<file path="src/rtl/rv32_mem_arbiter_pkg.sv">
// rv32_mem_arbiter_pkg: state and last-grant encodings shared by the memory arbiter.
package rv32_mem_arbiter_pkg;

    typedef enum logic [1:0] {
        RV32_ARB_IDLE        = 2'd0,
        RV32_ARB_GRANT_INSTR = 2'd1,
        RV32_ARB_GRANT_DATA  = 2'd2
    } rv32_arb_state_e;

    typedef enum logic {
        RV32_ARB_LAST_INSTR = 1'b0,
        RV32_ARB_LAST_DATA  = 1'b1
    } rv32_arb_last_e;

endpackage

</file>
<file path="src/rtl/rv32_mem_timeout.sv">
// rv32_mem_timeout: per-grant wait counter that ends a hung bus transaction.
module rv32_mem_timeout #(
    parameter int TIMEOUT_CYCLES = 255,
    localparam int TIMEOUT_WIDTH = $clog2(TIMEOUT_CYCLES + 1)
) (
    input  logic clk,
    input  logic reset_n,
    input  logic i_active,
    input  logic i_ready,
    output logic o_timeout
);

    // A zero TIMEOUT_CYCLES still needs a one-bit counter to stay legal.
    localparam int CW = (TIMEOUT_WIDTH < 1) ? 1 : TIMEOUT_WIDTH;
    localparam logic [CW-1:0] LIMIT = CW'((TIMEOUT_CYCLES == 0) ? 0 : TIMEOUT_CYCLES - 1);

    logic [CW-1:0] r_count;

    assign o_timeout = (TIMEOUT_CYCLES != 0) && i_active && !i_ready && (r_count == LIMIT);

    always_ff @(posedge clk or negedge reset_n) begin
        if (!reset_n)
            r_count <= '0;
        else if (!i_active || i_ready || o_timeout)
            r_count <= '0;
        else if (r_count != '1)
            r_count <= r_count + 1'b1;
    end

endmodule

</file>
<file path="src/rtl/rv32_mem_arbiter.sv">
// rv32_mem_arbiter: round-robin sharing of one memory bus between fetch and data ports,
// with grant held to completion and a timeout that turns a hung bus into a fault.
module rv32_mem_arbiter
    import rv32_mem_arbiter_pkg::*;
#(
    parameter int TIMEOUT_CYCLES = 255
) (
    input  logic        clk,
    input  logic        reset_n,
    input  logic [31:0] instr_address_in,
    input  logic        instr_read_in,
    output logic [31:0] instr_read_value_out,
    output logic        instr_ready_out,
    output logic        instr_fault_out,
    input  logic [31:0] data_address_in,
    input  logic        data_read_in,
    input  logic        data_write_in,
    input  logic [3:0]  data_write_mask_in,
    input  logic [31:0] data_write_value_in,
    output logic [31:0] data_read_value_out,
    output logic        data_ready_out,
    output logic        data_fault_out,
    output logic [31:0] mem_address_out,
    output logic        mem_read_out,
    output logic        mem_write_out,
    output logic [3:0]  mem_write_mask_out,
    output logic [31:0] mem_write_value_out,
    input  logic [31:0] mem_read_value_in,
    input  logic        mem_ready_in,
    input  logic        mem_fault_in,
    output logic        timeout_out
);

    rv32_arb_state_e r_state, w_next;
    rv32_arb_last_e  r_last;
    logic w_instr_req, w_data_req, w_gi, w_gd, w_expired, w_done;

    assign w_instr_req = instr_read_in;
    assign w_data_req  = data_read_in | data_write_in;
    assign w_gi        = (r_state == RV32_ARB_GRANT_INSTR);
    assign w_gd        = (r_state == RV32_ARB_GRANT_DATA);
    assign w_done      = (w_gi | w_gd) & (mem_ready_in | w_expired);
    assign timeout_out = w_expired;

    rv32_mem_timeout #(.TIMEOUT_CYCLES(TIMEOUT_CYCLES)) u_timeout (
        .clk       (clk),
        .reset_n   (reset_n),
        .i_active  (w_gi | w_gd),
        .i_ready   (mem_ready_in),
        .o_timeout (w_expired)
    );

    // On completion the finishing port's own request is ignored so the other side gets its turn.
    always_comb begin
        w_next = (r_state == RV32_ARB_IDLE) ?
                     ((w_instr_req && w_data_req) ?
                          ((r_last == RV32_ARB_LAST_INSTR) ? RV32_ARB_GRANT_DATA : RV32_ARB_GRANT_INSTR) :
                      w_instr_req ? RV32_ARB_GRANT_INSTR :
                      w_data_req  ? RV32_ARB_GRANT_DATA  : RV32_ARB_IDLE) :
                 w_gi ? (w_done ? (w_data_req  ? RV32_ARB_GRANT_DATA  : RV32_ARB_IDLE) : RV32_ARB_GRANT_INSTR) :
                 w_gd ? (w_done ? (w_instr_req ? RV32_ARB_GRANT_INSTR : RV32_ARB_IDLE) : RV32_ARB_GRANT_DATA) :
                 RV32_ARB_IDLE;
    end

    always_ff @(posedge clk or negedge reset_n) begin
        if (!reset_n) begin
            r_state <= RV32_ARB_IDLE;
            r_last  <= RV32_ARB_LAST_INSTR;
        end else begin
            r_state <= w_next;
            r_last  <= (w_next == RV32_ARB_GRANT_INSTR) ? RV32_ARB_LAST_INSTR :
                       (w_next == RV32_ARB_GRANT_DATA)  ? RV32_ARB_LAST_DATA  : r_last;
        end
    end

    always_comb begin
        mem_address_out      = w_gi ? instr_address_in : w_gd ? data_address_in : 32'd0;
        mem_read_out         = w_gi | (w_gd & data_read_in);
        mem_write_out        = w_gd & data_write_in;
        mem_write_mask_out   = w_gd ? data_write_mask_in : 4'd0;
        mem_write_value_out  = w_gd ? data_write_value_in : 32'd0;
        instr_ready_out      = w_gi & w_done;
        data_ready_out       = w_gd & w_done;
        instr_read_value_out = instr_ready_out ? mem_read_value_in : 32'd0;
        data_read_value_out  = data_ready_out ? mem_read_value_in : 32'd0;
        instr_fault_out      = instr_ready_out & (mem_ready_in ? mem_fault_in : 1'b1);
        data_fault_out       = data_ready_out & (mem_ready_in ? mem_fault_in : 1'b1);
    end

endmodule

</file>
<file path="config.mk">
export PLATFORM = sky130hd
export DESIGN_NAME = rv32_mem_arbiter
export DESIGN_NICKNAME = d
export VERILOG_FILES = /design/src/rtl/rv32_mem_arbiter_pkg.sv /design/src/rtl/rv32_mem_timeout.sv /design/src/rtl/rv32_mem_arbiter.sv
export SDC_FILE = /design/constraint.sdc
export NUM_CORES = 1
export LEC_CHECK = 0
export ABC_AREA = 0
export BUFFER_PORTS_ARGS = -buffer_cell sky130_fd_sc_hd__buf_2
export CORE_AREA = 2 2 107 109
export DETAILED_ROUTE_END_ITERATION = 7
export DIE_AREA = 0 0 109 111
export GPL_ROUTABILITY_DRIVEN = 0
export PLACE_DENSITY = 0.62
export SLEW_MARGIN = 20
export SYNTH_ARGS = -nofsm -noshare
export SYNTH_HDL_FRONTEND = slang
export SYNTH_SLANG_ARGS = --single-unit
</file>
<file path="constraint.sdc">
create_clock -name clk -period 5.1 [get_ports clk]
set_clock_uncertainty 0.15 [all_clocks]
set_input_delay 0.51 -clock clk [delete_from_list [all_inputs] [get_ports clk]]
set_output_delay 0.51 -clock clk [all_outputs]
set_load 0.05 [all_outputs]
</file>
# Word level (Yosys, flattened, before mapping)
# Cells that the tools add are included.
# Widths: inputs -> output; s select.
[classes]
add_sub_neg = 1
n_eq_ne = 6
mux = 21
n_bitwise = 11
n_reduce_logical = 10
[op_table]
columns = ["operator", "count"]
rows = [
  ["$mux 32", 5],
  ["$mux 2", 9],
  ["$mux 8", 2],
  ["$add 8x1->8 const B", 1],
  ["$eq 8x8->1 const B", 1],
  ["$ne 8x8->1 const B", 1],
  ["$and 1x1->1", 7],
  ["$eq 2x1->1 const B", 2],
  ["$eq 2x2->1 const B", 2],
  ["$mux 1", 4],
  ["$mux 4", 1],
  ["$or 1x1->1", 4],
  ["$reduce_bool 2->1", 2],
  ["$logic_and 1x1->1", 3],
  ["$logic_not 1->1", 2],
  ["$logic_not 2->1", 1],
  ["$logic_or 1x1->1", 2],
]
[totals]
reg_bits = 11
inputBits = 139
output_inout_bits = 139
elab_cells = 52

# Longest topological paths before layout
# Gate-level depths: netlist (run 1).
[logic_depth]
word_depth = 13
ltp_mapped = 9

# By module
# From an unflattened synthesis (run 1), not the netlist that was laid out.
[unflattened]
cells_unflattened = 313
area_unflattened_um2 = 2042.0
[by_module_without_submodules]
columns = ["mod", "instances", "cells_each", "area_per_inst_um2", "seq_area_each_um2"]
rows = [
  ["rv32_mem_arbiter", 1, 257, 1500.2, 75.1],
  ["rv32_mem_timeout", 1, 56, 541.8, 200.2],
]

# Least setup slack after synthesis (run 1)
# OpenSTA, ideal clock, no wires.
[synth_path]
kind = "register to output"
from = "register r_state[0]"
to = "output port data_read_value_out[22]"
arrival_time_ns = 2.348
path_slack_ns = 2.092
path_stages_with_launch = 7
n_path_buf = 2
path_cell_list = "dfrtp_1 inv_1 ha_1 buf_2 clkinv_1 buf_1 nor3_1"
[synth_via]
elab_chain_cells = 8
word_cells_on_any_way = 9
[synth_rtl]
columns = ["item", "line_no", "source"]
rows = [
  ["from (decl)", "rv32_mem_arbiter.sv:34", "rv32_arb_state_e r_state, w_next;"],
  ["from (signal assigned)", "rv32_mem_arbiter.sv:70", "r_state <= w_next;"],
  ["$eq 2x1->1 or $eq 2x2->1 (tied branches)", "rv32_mem_arbiter.sv:40, rv32_mem_arbiter.sv:41", ""],
  ["$or 1x1->1", "rv32_mem_arbiter.sv:42, rv32_mem_arbiter.sv:48", ""],
  ["$logic_and 1x1->1 (2 in series)", "rv32_mem_timeout.sv:19", "assign o_timeout = (TIMEOUT_CYCLES != 0) && i_active && !i_ready && (r_count == LIMIT);"],
  ["$or 1x1->1", "rv32_mem_arbiter.sv:42", "assign w_done = (w_gi | w_gd) & (mem_ready_in | w_expired);"],
  ["$and 1x1->1", "rv32_mem_arbiter.sv:42", ""],
  ["$and 1x1->1 (*)", "rv32_mem_arbiter.sv:83", "data_ready_out = w_gd & w_done;"],
  ["$mux 32 (*)", "rv32_mem_arbiter.sv:85", "data_read_value_out = data_ready_out ? mem_read_value_in : 32'd0;"],
  ["to (decl)", "rv32_mem_arbiter.sv:20", "output logic [31:0] data_read_value_out,"],
]
# Every way passes the cells marked *; elsewhere a longest branch is shown, timed or not.

# Worst setup path in the final report (run 1)
[layout_path]
from = "register r_state[0]"
to = "output port data_read_value_out[21]"
# Same word-level chain as after synthesis.

==> metrics.csv, run 1 <==
metric,value,unit
run_status,"finished, final reports clean",
multi_input_area,1560,um2
slowest_delay,0.82,ns
crit_path_class,reg -> out,
initial_utilization,19.4,%
post_cts_sizing,0,
worst_slew_margin_rel,32.1,%
timing.final.max_slew_violations,0,
wire_length_of_the_first_global_routing_pass,13.8,mm
hold_class,reg -> reg,
synthFlopType,sky130_fd_sc_hd__dfrtp_1,
dpl_cell_area,3590,um2
drt-pass1-iter-count,4,
fp.dieArea,12100,um2
timing.critical_path.arrival,2.70,ns
most-common-layout-cells,"sky130_fd_sc_hd__buf_2, sky130_fd_sc_hd__nand2_1, sky130_fd_sc_hd__nor3_1",
grt_antenna_before_repair,0,
count_of_vias_placed_by_the_detailed_router,3224,
grt_busiest_layer,met2,
syn_inst,345,
worst_ep_required_time,4.44,ns
die_height,111,um
critical_path_buf_inv_count,3,
post-cts-setup-buffers,0,
cts.reportedPaths.clkPinSlew,0.04,ns
crit_path_end_kind,output pin,
synth_edf_count,0,
most_frequent_standard_cell_in_the_layout_excluding_fill_and_tap_cells,sky130_fd_sc_hd__buf_2,
core_area,11100,um2
detail_route.wirelength,9.52,mm
tritoncts.num_buffers,3,
clock_tree_from_tritoncts,yes,
grt_use_met3,1.47,%
grt_pass1_vias,2739,
worst_slew_pin_slew,1.02,ns
placement.io_buffers,277,
drc,0,
synth_fp_nets,490,
post_route_cells_drive_above_1_share,53.1,%
grt_max_degree,73,
synth_register_bits,11,
post-dp-hpwl,7.83,mm
critical-path-slowest-cell,sky130_fd_sc_hd__o21a_2,
sum_of_negative_setup_slack,0,ns
unrepaired_setup_endpoints_after_global_routing,false,
worst_setup_path_start_kind,flip-flop,
clock_tree.root_cell,sky130_fd_sc_hd__clkbuf_16,
grtUsageMet1,19.7,%
vdd_drop_max,0.251,mV
syn-mean-instance-area,6.24,um2
synth_area,2150,um2
globalRoute.totalOverflow,0,
post-route-period-util,65.9,%
worstPathCellList,inv_1 > ha_1 > nand4_1 > o21a_2 > buf_4 > nor3_1 > buf_2,
cap_violations,0,
synth-seq-area-share,12.8,%
timing.critical_path.max_delay_family,compound AO/OA/AOI/OAI gates,
die_width,109,um
grt.met2_usage,23.9,%
finalInstanceArea,3680,um2
drtIter0Drc,163,
insertion_delay,0.24,ns
row_count,39,
cts_max_level,1,
cellLeakagePower,2.11,nW
post_layout_net_count,747,
fillers,1231,
maximum_count_of_clock_buffers_along_a_single_path,2,
maxClockFrequency,298,MHz
finalSetupViolCount,0,
ys_async_sr_fraction,100,%
pin_count,278,
numClockSinks,11,
ys_warn_count,0,
areaGrowthSynthToFinish,70.9,%
antennaDiodeCount,0,
avgRoutedWirePerCell,12.8,um
track_usage,14.3,%
viasPerCell,4.33,
final-seq-area,275,um2
period_minus_slack,3.36,ns
pwr_density_cell,534,nW/um2
hold_viol_final,0,
worst-path-max-fanout,40,
synth.distinct_cells,36,
post-layout-total-power,1.96,mW
ant_nets,0,
==> cell usage after synthesis, types with 4 or more instances <==
cell	number	area (um2)
sky130_fd_sc_hd__nand2_1	70	263
sky130_fd_sc_hd__nor3_1	45	225
sky130_fd_sc_hd__inv_1	38	143
sky130_fd_sc_hd__and2_1	37	231
sky130_fd_sc_hd__o21ai_0	34	170
sky130_fd_sc_hd__nor3_2	28	280
sky130_fd_sc_hd__clkbuf_1	16	60.1
sky130_fd_sc_hd__dfrtp_1	11	275
sky130_fd_sc_hd__buf_6	6	67.6
sky130_fd_sc_hd__ha_1	6	75.1
sky130_fd_sc_hd__buf_1	5	18.8
sky130_fd_sc_hd__o211ai_1	5	37.5
sky130_fd_sc_hd__nor2_1	4	15.0
==> cell families (layout without fill, tap and decap cells) <==
kind of cell	after synthesis	count (layout)	share of synthesized area [%]
simple gates	201	201	53.1
buf+inv	71	327	14.9
mux	1	1	0.465
compound gates	55	55	15.2
fa+ha+maj	6	6	3.49
flops	11	11	12.8
==> flip-flops by register name, indices dropped and copies added (netlist names) <==
register           cells
u_timeout.r_count      8
r_state                2
r_last                 1
==> power by group <==
part	switching, mW	total [mW]	internal, mW
clock	0.0397	0.145	0.105
sequential	0.0129	0.116	0.103
combinational	1.34	1.70	0.364
==> metal layers <==
layer | vias to the layer above | wire (um)
met4 | 0 | 71
li1 | 1649 | -
met1 | 1406 | 4110
met2 | 162 | 4370
met5 | - | 0
met3 | 7 | 965
==> worst paths after layout <==
path / start / end / slack (ns) / cells past startpoint
max in group asynchronous: reset_n / r_state[0] / 4.05 / 2
min in group asynchronous: reset_n / u_timeout.r_count[7] / 0.53 / 2
max: r_state[0] / data_read_value_out[21] / 1.74 / 7
min reg2reg: r_last / r_last / 0.40 / 2
max reg2reg: r_state[0] / r_last / 2.51 / 7
min: r_last / r_last / 0.40 / 2
==> metrics by stage <==
| stage | setup WS, ns | hold WS [ns] | std cells | utilization [%] |
|---|---|---|---|---|
| floorplan | 2.09 | 0.0644 | 345 | - |
| global placement | 2.06 | 0.248 | 739 | 32.4 |
| detailed placement | 1.98 | 0.250 | 739 | 32.4 |
| CTS | 1.74 | 0.408 | 744 | 33.2 |
| global route | 1.50 | 0.427 | 744 | 33.2 |
| finish | 1.74 | 0.402 | 744 | 33.2 |
==> final cells by class <==
| cell class | instances | area share, % |
|---|---|---|
| timing repair buffer | 283 | 39.0 |
| clock buffer | 4 | 2.14 |
| inverter | 40 | 4.08 |
| sequential | 11 | 7.48 |
| tap | 143 | 4.86 |
| multi-input combinational | 263 | 42.5 |
==> worst reg2reg max path: cells and delay by family, from the launching register on <==
kind / cells / cell delay, ns
buf+inv: 1 / 0.06
fa+ha+maj: 2 / 0.65
flops: 1 / 0.34
simple gates: 1 / 0.12
compound gates: 2 / 1.01
mux: 1 / 0.18
==> timing repair <==
item	4_1_cts	5_1_grt
setup endpoints to repair	0	0
hold buffers	1	0
endpoints found under the hold margin	11	0
(Power assumes the default switching activity.)
==> run 2, diff against run 1 <==
clock period = 3.3 ns   (was 5.1 ns; I/O delays follow)
==> run 2 against run 1 <==
  * Final cell count rose by 0.13%
  * Non-clock buffer count rose by 1
  * Die area did not move
  * Critical path depth fell by 1
  * Flip-flop and latch count did not move
  * Sequential share of layout area fell by 0.066 points
  * Setup slack got worse by 1.1 ns
  * Sequential power rose by 56%
  * Final area rose by 0.88%
  * Routed wire length rose by 2.6%
  * Global-route usage rose by 0.13 points
  * Critical path type unchanged
  * Highest routed layer unchanged
==> metrics.csv, run 2 (synthesis results as in run 1) <==
metric,value,unit,change
numClockSinks,11,,unchanged
post-cts-setup-buffers,0,,unchanged
swShare,70.1,%,was 70.9%
most-common-layout-cells,"sky130_fd_sc_hd__buf_2, sky130_fd_sc_hd__nand2_1, sky130_fd_sc_hd__nor3_1",,unchanged
worst_setup_path_start_kind,flip-flop,,unchanged
vdd_drop_max,0.340,mV,was 0.251 mV
post_route_cells_drive_above_1_share,53.2,%,was 53.1%
wire_length_of_the_first_global_routing_pass,13.7,mm,was 13.8 mm
worst_ep_required_time,2.82,ns,was 4.44 ns
initial_utilization,19.4,%,unchanged
hold_viol_final,0,,unchanged
grt_antenna_before_repair,0,,unchanged
tritoncts.num_buffers,3,,unchanged
pwr_density_cell,833,nW/um2,was 534 nW/um2
viasPerCell,4.26,,was 4.33
detail_route.wirelength,9.76,mm,was 9.52 mm
grt_max_degree,73,,unchanged
period_minus_slack,2.66,ns,
pwr-share-seq,5.8,%,was 5.9%
areaGrowthSynthToFinish,72.4,%,was 70.9%
fillers,1219,,was 1231
post_cts_sizing,0,,unchanged
timing.critical_path.arrival,2.18,ns,was 2.70 ns
dpl_cell_area,3620,um2,was 3590 um2
clock_tree.root_cell,sky130_fd_sc_hd__clkbuf_16,,unchanged
p_clk_share,7.2,%,was 7.4%
timing.hold.ws,0.327,ns,was 0.402 ns
multi_input_area,1560,um2,unchanged
final-seq-area,275,um2,unchanged
drtIter0Drc,158,,was 163
post-dp-hpwl,7.93,mm,was 7.83 mm
timing.final.max_slew_violations,0,,unchanged
crit_path_end_kind,output pin,,unchanged
regMostFlops,u_timeout.r_count,,unchanged
cellLeakagePower,2.13,nW,was 2.11 nW
fp.dieArea,12100,um2,unchanged
most_frequent_standard_cell_in_the_layout_excluding_fill_and_tap_cells,sky130_fd_sc_hd__buf_2,,unchanged
insertion_delay,0.24,ns,about the same
core_area,11100,um2,unchanged
clock_tree_from_tritoncts,yes,,unchanged
final_core_util,33.5,%,was 33.2%
post-route-period-util,80.6,%,
track_usage,14.4,%,was 14.3%
maximum_count_of_clock_buffers_along_a_single_path,2,,unchanged
combPwrFrac,86.9,%,was 86.7%
antennaDiodeCount,0,,unchanged
place_inst,740,,was 739
unrepaired_setup_endpoints_after_global_routing,false,,unchanged
crit_path_class,reg -> out,,unchanged
die_width,109,um,unchanged
cap_violations,0,,unchanged
largestRegisters,"u_timeout.r_count (8), r_state (2), r_last (1)",,unchanged
run_status,"finished, final reports clean",,unchanged
final_cell_count_no_fill,745,,was 744
pin_count,278,,unchanged
ant_nets,0,,unchanged
worst-path-max-fanout,34,,was 40
worst_slew_margin_rel,63.6,%,was 32.1%
finalSetupViolCount,0,,unchanged
hold_class,in -> reg,,was reg -> reg
globalRoute.totalOverflow,0,,unchanged
sum_of_negative_setup_slack,0,ns,unchanged
cts.reportedPaths.clkPinSlew,0.04,ns,about the same
cts_max_level,1,,unchanged
finalInstanceArea,3710,um2,was 3680 um2
largest_register_ffs,8,,unchanged
drt-pass1-iter-count,4,,unchanged
maxClockFrequency,376,MHz,
count_of_vias_placed_by_the_detailed_router,3175,,was 3224
die_height,111,um,unchanged
worst_slew_pin_slew,0.542,ns,was 1.02 ns
drc,0,,unchanged
avgRoutedWirePerCell,13.1,um,was 12.8 um
power.net_switching,2.17,mW,was 1.39 mW
row_count,39,,unchanged
cellInternalPower,0.926,mW,was 0.572 mW
post_layout_net_count,748,,was 747
grt_pass1_vias,2638,,was 2739
placement.io_buffers,277,,unchanged
==> run 2: final timing paths <==
check	depth (start not counted)	from	to	slack, ns
worst max-delay path	6	r_state[0]	data_read_value_out[5]	0.64
worst min-delay path	3	instr_read_in	r_state[0]	0.33
worst max register to register	8	r_state[1]	r_last	1.00
worst min register to register	2	r_last	r_last	0.41
max in group asynchronous	2	reset_n	u_timeout.r_count[5]	2.43
min in group asynchronous	2	reset_n	u_timeout.r_count[2]	0.35
==> run 2: per-layer routing <==
metal	part of all wire (%)	track usage, %	wire length (um)
met5	0	0	0
met4	0.74	2.82	72
met3	10	3.12	1020
met1	43	18.8	4170
met2	46	24.2	4510
==> run 2: worst max-delay path, stage by stage (launching register included) <==
cell	delay (ns)
sky130_fd_sc_hd__dfrtp_1	0.38
sky130_fd_sc_hd__inv_1	0.09
sky130_fd_sc_hd__ha_2	0.47
sky130_fd_sc_hd__clkinv_1	0.12
sky130_fd_sc_hd__buf_4	0.28
sky130_fd_sc_hd__nor3_1	0.28
sky130_fd_sc_hd__buf_2	0.31
==> run 2: power by group through the flow <==
stage / Clock, mW / Sequential (mW) / Combinational (mW)
2_1_floorplan: 0 / 0.177 / 2.14
3_3_place_gp: 0 / 0.181 / 2.70
3_5_place_dp: 0 / 0.183 / 2.70
4_1_cts: 0.228 / 0.181 / 2.70
5_1_grt: 0.232 / 0.184 / 2.87
6_report: 0.224 / 0.181 / 2.69
==> run 2: cell type report <==
| type | instances | share of cell area (%) |
|---|---|---|
| Clock buffer | 4 | 2.12 |
| Inverter | 40 | 4.04 |
| Multi-Input combinational cell | 263 | 42.1 |
| Sequential cell | 11 | 7.41 |
| Tap cell | 143 | 4.82 |
| Timing Repair Buffer | 284 | 39.5 |
==> run 2: timing repair <==
action,in CTS,in global routing
hold buffers,1,0
setup endpoints to repair,0,0
endpoints found under the hold margin,11,0
==> run 2: through the flow <==
stage	setup slack [ns]	total power, mW
2_1_floorplan	0.472	2.31
3_3_place_gp	0.940	2.88
3_5_place_dp	0.910	2.88
4_1_cts	0.644	3.11
5_1_grt	0.505	3.28
6_report	0.639	3.09
==> run 3, diff against run 2 <==
PLACE_DENSITY = 0.64   (was 0.62)
clock period = 2.4 ns   (was 3.3 ns; I/O delays follow)
==> run 3 against run 2 <==
  * Utilization rose by 3.7 points
  * Clock power grew 38%
  * Hold slack worse by 0.10 ns
  * First-iteration DRC count decreased by 7.6%
  * Setup slack lost 0.62 ns
  * Die area unchanged
  * Highest routed layer unchanged
==> metrics.csv, run 3 (synthesis results as in run 1) <==
metric,value,unit,change
cellLeakagePower,2.20,nW,was 2.13 nW
grt_antenna_before_repair,0,,unchanged
antennaDiodeCount,0,,unchanged
finalInstanceArea,4120,um2,was 3710 um2
worst-path-max-fanout,24,,was 34
post_route_cells_drive_above_1_share,57.8,%,was 53.2%
cap_violations,0,,unchanged
maxClockFrequency,420,MHz,
largestRegisters,"u_timeout.r_count (8), r_state (2), r_last (1)",,unchanged
cp-startpoint,u_timeout.r_count[0],,was r_state[0]
slowest_delay,0.42,ns,was 0.47 ns
worst_slew_margin_rel,65.0,%,was 63.6%
pwr_density_cell,1120,nW/um2,was 833 nW/um2
endpoint,data_read_value_out[16],,was data_read_value_out[5]
post-route-period-util,99.3,%,
most-common-layout-cells,"sky130_fd_sc_hd__buf_2, sky130_fd_sc_hd__nand2_1, sky130_fd_sc_hd__buf_4",,"was sky130_fd_sc_hd__buf_2, sky130_fd_sc_hd__nand2_1, sky130_fd_sc_hd__nor3_1"
grt_max_degree,65,,was 73
clock_tree.root_cell,sky130_fd_sc_hd__clkbuf_16,,unchanged
worstRegToRegCells,7,,was 8
areaGrowthSynthToFinish,91.4,%,was 72.4%
worst_setup_path_start_kind,flip-flop,,unchanged
combPwrFrac,88.0,%,was 86.9%
finalSetupViolCount,0,,unchanged
unrepaired_setup_endpoints_after_global_routing,true,,was false
post_layout_net_count,757,,was 748
largest_register_ffs,8,,unchanged
die_width,109,um,unchanged
place_inst,745,,was 740
maximum_count_of_clock_buffers_along_a_single_path,2,,unchanged
insertion_delay,0.24,ns,about the same
row_count,39,,unchanged
r2r_slack,0.34,ns,was 1.00 ns
track_usage,15.1,%,was 14.4%
hold_class,in -> reg,,unchanged
wire_length_of_the_first_global_routing_pass,14.6,mm,was 13.7 mm
count_of_vias_placed_by_the_detailed_router,3247,,was 3175
timing.critical_path.arrival,1.99,ns,was 2.18 ns
detail_route.wirelength,10.3,mm,was 9.76 mm
cts_max_level,1,,unchanged
pwr-share-seq,5.4,%,was 5.8%
sum_of_negative_setup_slack,0,ns,unchanged
placement.io_buffers,277,,unchanged
crit_path_class,reg -> out,,unchanged
drc,0,,unchanged
swShare,67.8,%,was 70.1%
initial_utilization,19.4,%,unchanged
post-layout-total-power,4.62,mW,was 3.09 mW
post-dp-hpwl,8.15,mm,was 7.93 mm
run_status,"finished, final reports clean",,unchanged
p_clk_share,6.7,%,was 7.2%
crit-reg2reg-capture,r_last,,unchanged
worst_ep_required_time,2.01,ns,was 2.82 ns
die_height,111,um,unchanged
regToRegStartpoint,u_timeout.r_count[0],,was r_state[1]
pin_count,278,,unchanged
worst_slew_pin_slew,0.522,ns,was 0.542 ns
grt_pass1_vias,2801,,was 2638
timing.final.max_slew_violations,0,,unchanged
dpl_cell_area,3680,um2,was 3620 um2
critical-path-slowest-cell,sky130_fd_sc_hd__dfrtp_1,,was sky130_fd_sc_hd__ha_2
hold_viol_final,0,,unchanged
ant_nets,0,,unchanged
tritoncts.num_buffers,3,,unchanged
most_frequent_standard_cell_in_the_layout_excluding_fill_and_tap_cells,sky130_fd_sc_hd__buf_2,,unchanged
globalRoute.totalOverflow,0,,unchanged
core_area,11100,um2,unchanged
worstPathCellList,inv_2 > ha_1 > nand4_1 > o21a_4 > buf_12 > nor3_1 > buf_4,,was inv_1 > ha_2 > clkinv_1 > buf_4 > nor3_1 > buf_2
cts.reportedPaths.clkPinSlew,0.04,ns,about the same
clock_tree_from_tritoncts,yes,,unchanged
vdd_drop_max,0.563,mV,was 0.340 mV
crit_path_end_kind,output pin,,unchanged
viasPerCell,4.31,,was 4.26
drtIter0Drc,146,,was 158
numClockSinks,11,,unchanged
cellInternalPower,1.49,mW,was 0.926 mW
drt-pass1-iter-count,4,,unchanged
period_minus_slack,2.38,ns,
regMostFlops,u_timeout.r_count,,unchanged
final_cell_count_no_fill,754,,was 745
avgRoutedWirePerCell,13.6,um,was 13.1 um
fp.dieArea,12100,um2,unchanged
power.net_switching,3.13,mW,was 2.17 mW
-- run 3: cell count changes in the layout (fill, tap and decap cells not counted), moves of 6 or more --
| cell | previous run | this run |
|---|---|---|
| sky130_fd_sc_hd__buf_2 | 277 | 216 |
| sky130_fd_sc_hd__buf_4 | 4 | 53 |
| sky130_fd_sc_hd__o21ai_0 | 34 | 2 |
| sky130_fd_sc_hd__o21ai_1 | 1 | 33 |
| sky130_fd_sc_hd__nor3_1 | 45 | 23 |
| sky130_fd_sc_hd__nor3_2 | 28 | 48 |
| sky130_fd_sc_hd__clkbuf_4 | 0 | 13 |
| sky130_fd_sc_hd__buf_6 | 0 | 6 |
-- run 3: worst min-delay path by stage --
stage | from | to | slack [ns] | cells after the start
floorplan | reset_n | r_last | -0.21 | 0
global placement | reset_n | u_timeout.r_count[6] | -0.01 | 1
detailed placement | reset_n | u_timeout.r_count[6] | -0.01 | 1
CTS | instr_read_in | r_state[0] | 0.23 | 3
global route | instr_read_in | r_state[0] | 0.25 | 3
finish | instr_read_in | r_state[0] | 0.22 | 3
-- run 3: layout make-up --
cell class                 count  area [um2]
fill                        1187        6960
timing repair buffer         293        1730
multi-input combinational    263        1700
inverter                      40         150
clock buffer                   4        78.8
sequential                    11         275
tap                          143         179
-- run 3: power by group through the flow --
| stage | clock network (mW) | registers [mW] | logic [mW] |
|---|---|---|---|
| 3_3_place_gp | 0 | 0.248 | 3.81 |
| 4_1_cts | 0.310 | 0.247 | 3.85 |
| 2_1_floorplan | 0 | 0.243 | 2.98 |
| 3_5_place_dp | 0 | 0.249 | 3.81 |
| 5_1_grt | 0.318 | 0.252 | 4.35 |
| 6_report | 0.308 | 0.247 | 4.06 |
-- run 3: per-stage QoR --
stage	setup slack [ns]	utilization, %	hold WS (ns)
floorplan	-0.274	-	-0.206
global placement	0.153	33.3	-0.0142
detailed placement	0.141	33.3	-0.0148
CTS	0.00119	34.5	0.229
global route	-0.0578	37.2	0.248
finish	0.0175	37.2	0.224
-- run 3: worst max-delay path: cells and delay by family (launching register included) --
family	cells	cell delay (ns)
flip-flops	1	0.42
AO/OA/AOI/OAI	1	0.29
adder cells (fa/ha/maj)	1	0.18
AND/OR/NAND/NOR	2	0.36
buffers and inverters	3	0.50
-- run 3: layer usage --
| metal | share of wire [%] | vias to the layer above | track usage [%] |
|---|---|---|---|
| li1 | - | 1672 | - |
| met1 | 39 | 1438 | 18.3 |
| met2 | 49 | 133 | 25.8 |
| met3 | 11 | 4 | 4.94 |
| met4 | 0.75 | 0 | 3.08 |
| met5 | 0 | - | 0 |
-- run 3: timing repair --
item / CTS / global route
endpoints found under the hold margin: 11 / 0
gates resized for setup: 15 / 118
hold buffers: 1 / 0
endpoints found under the setup margin: 33 / 69
buffers inserted: 0 / 4
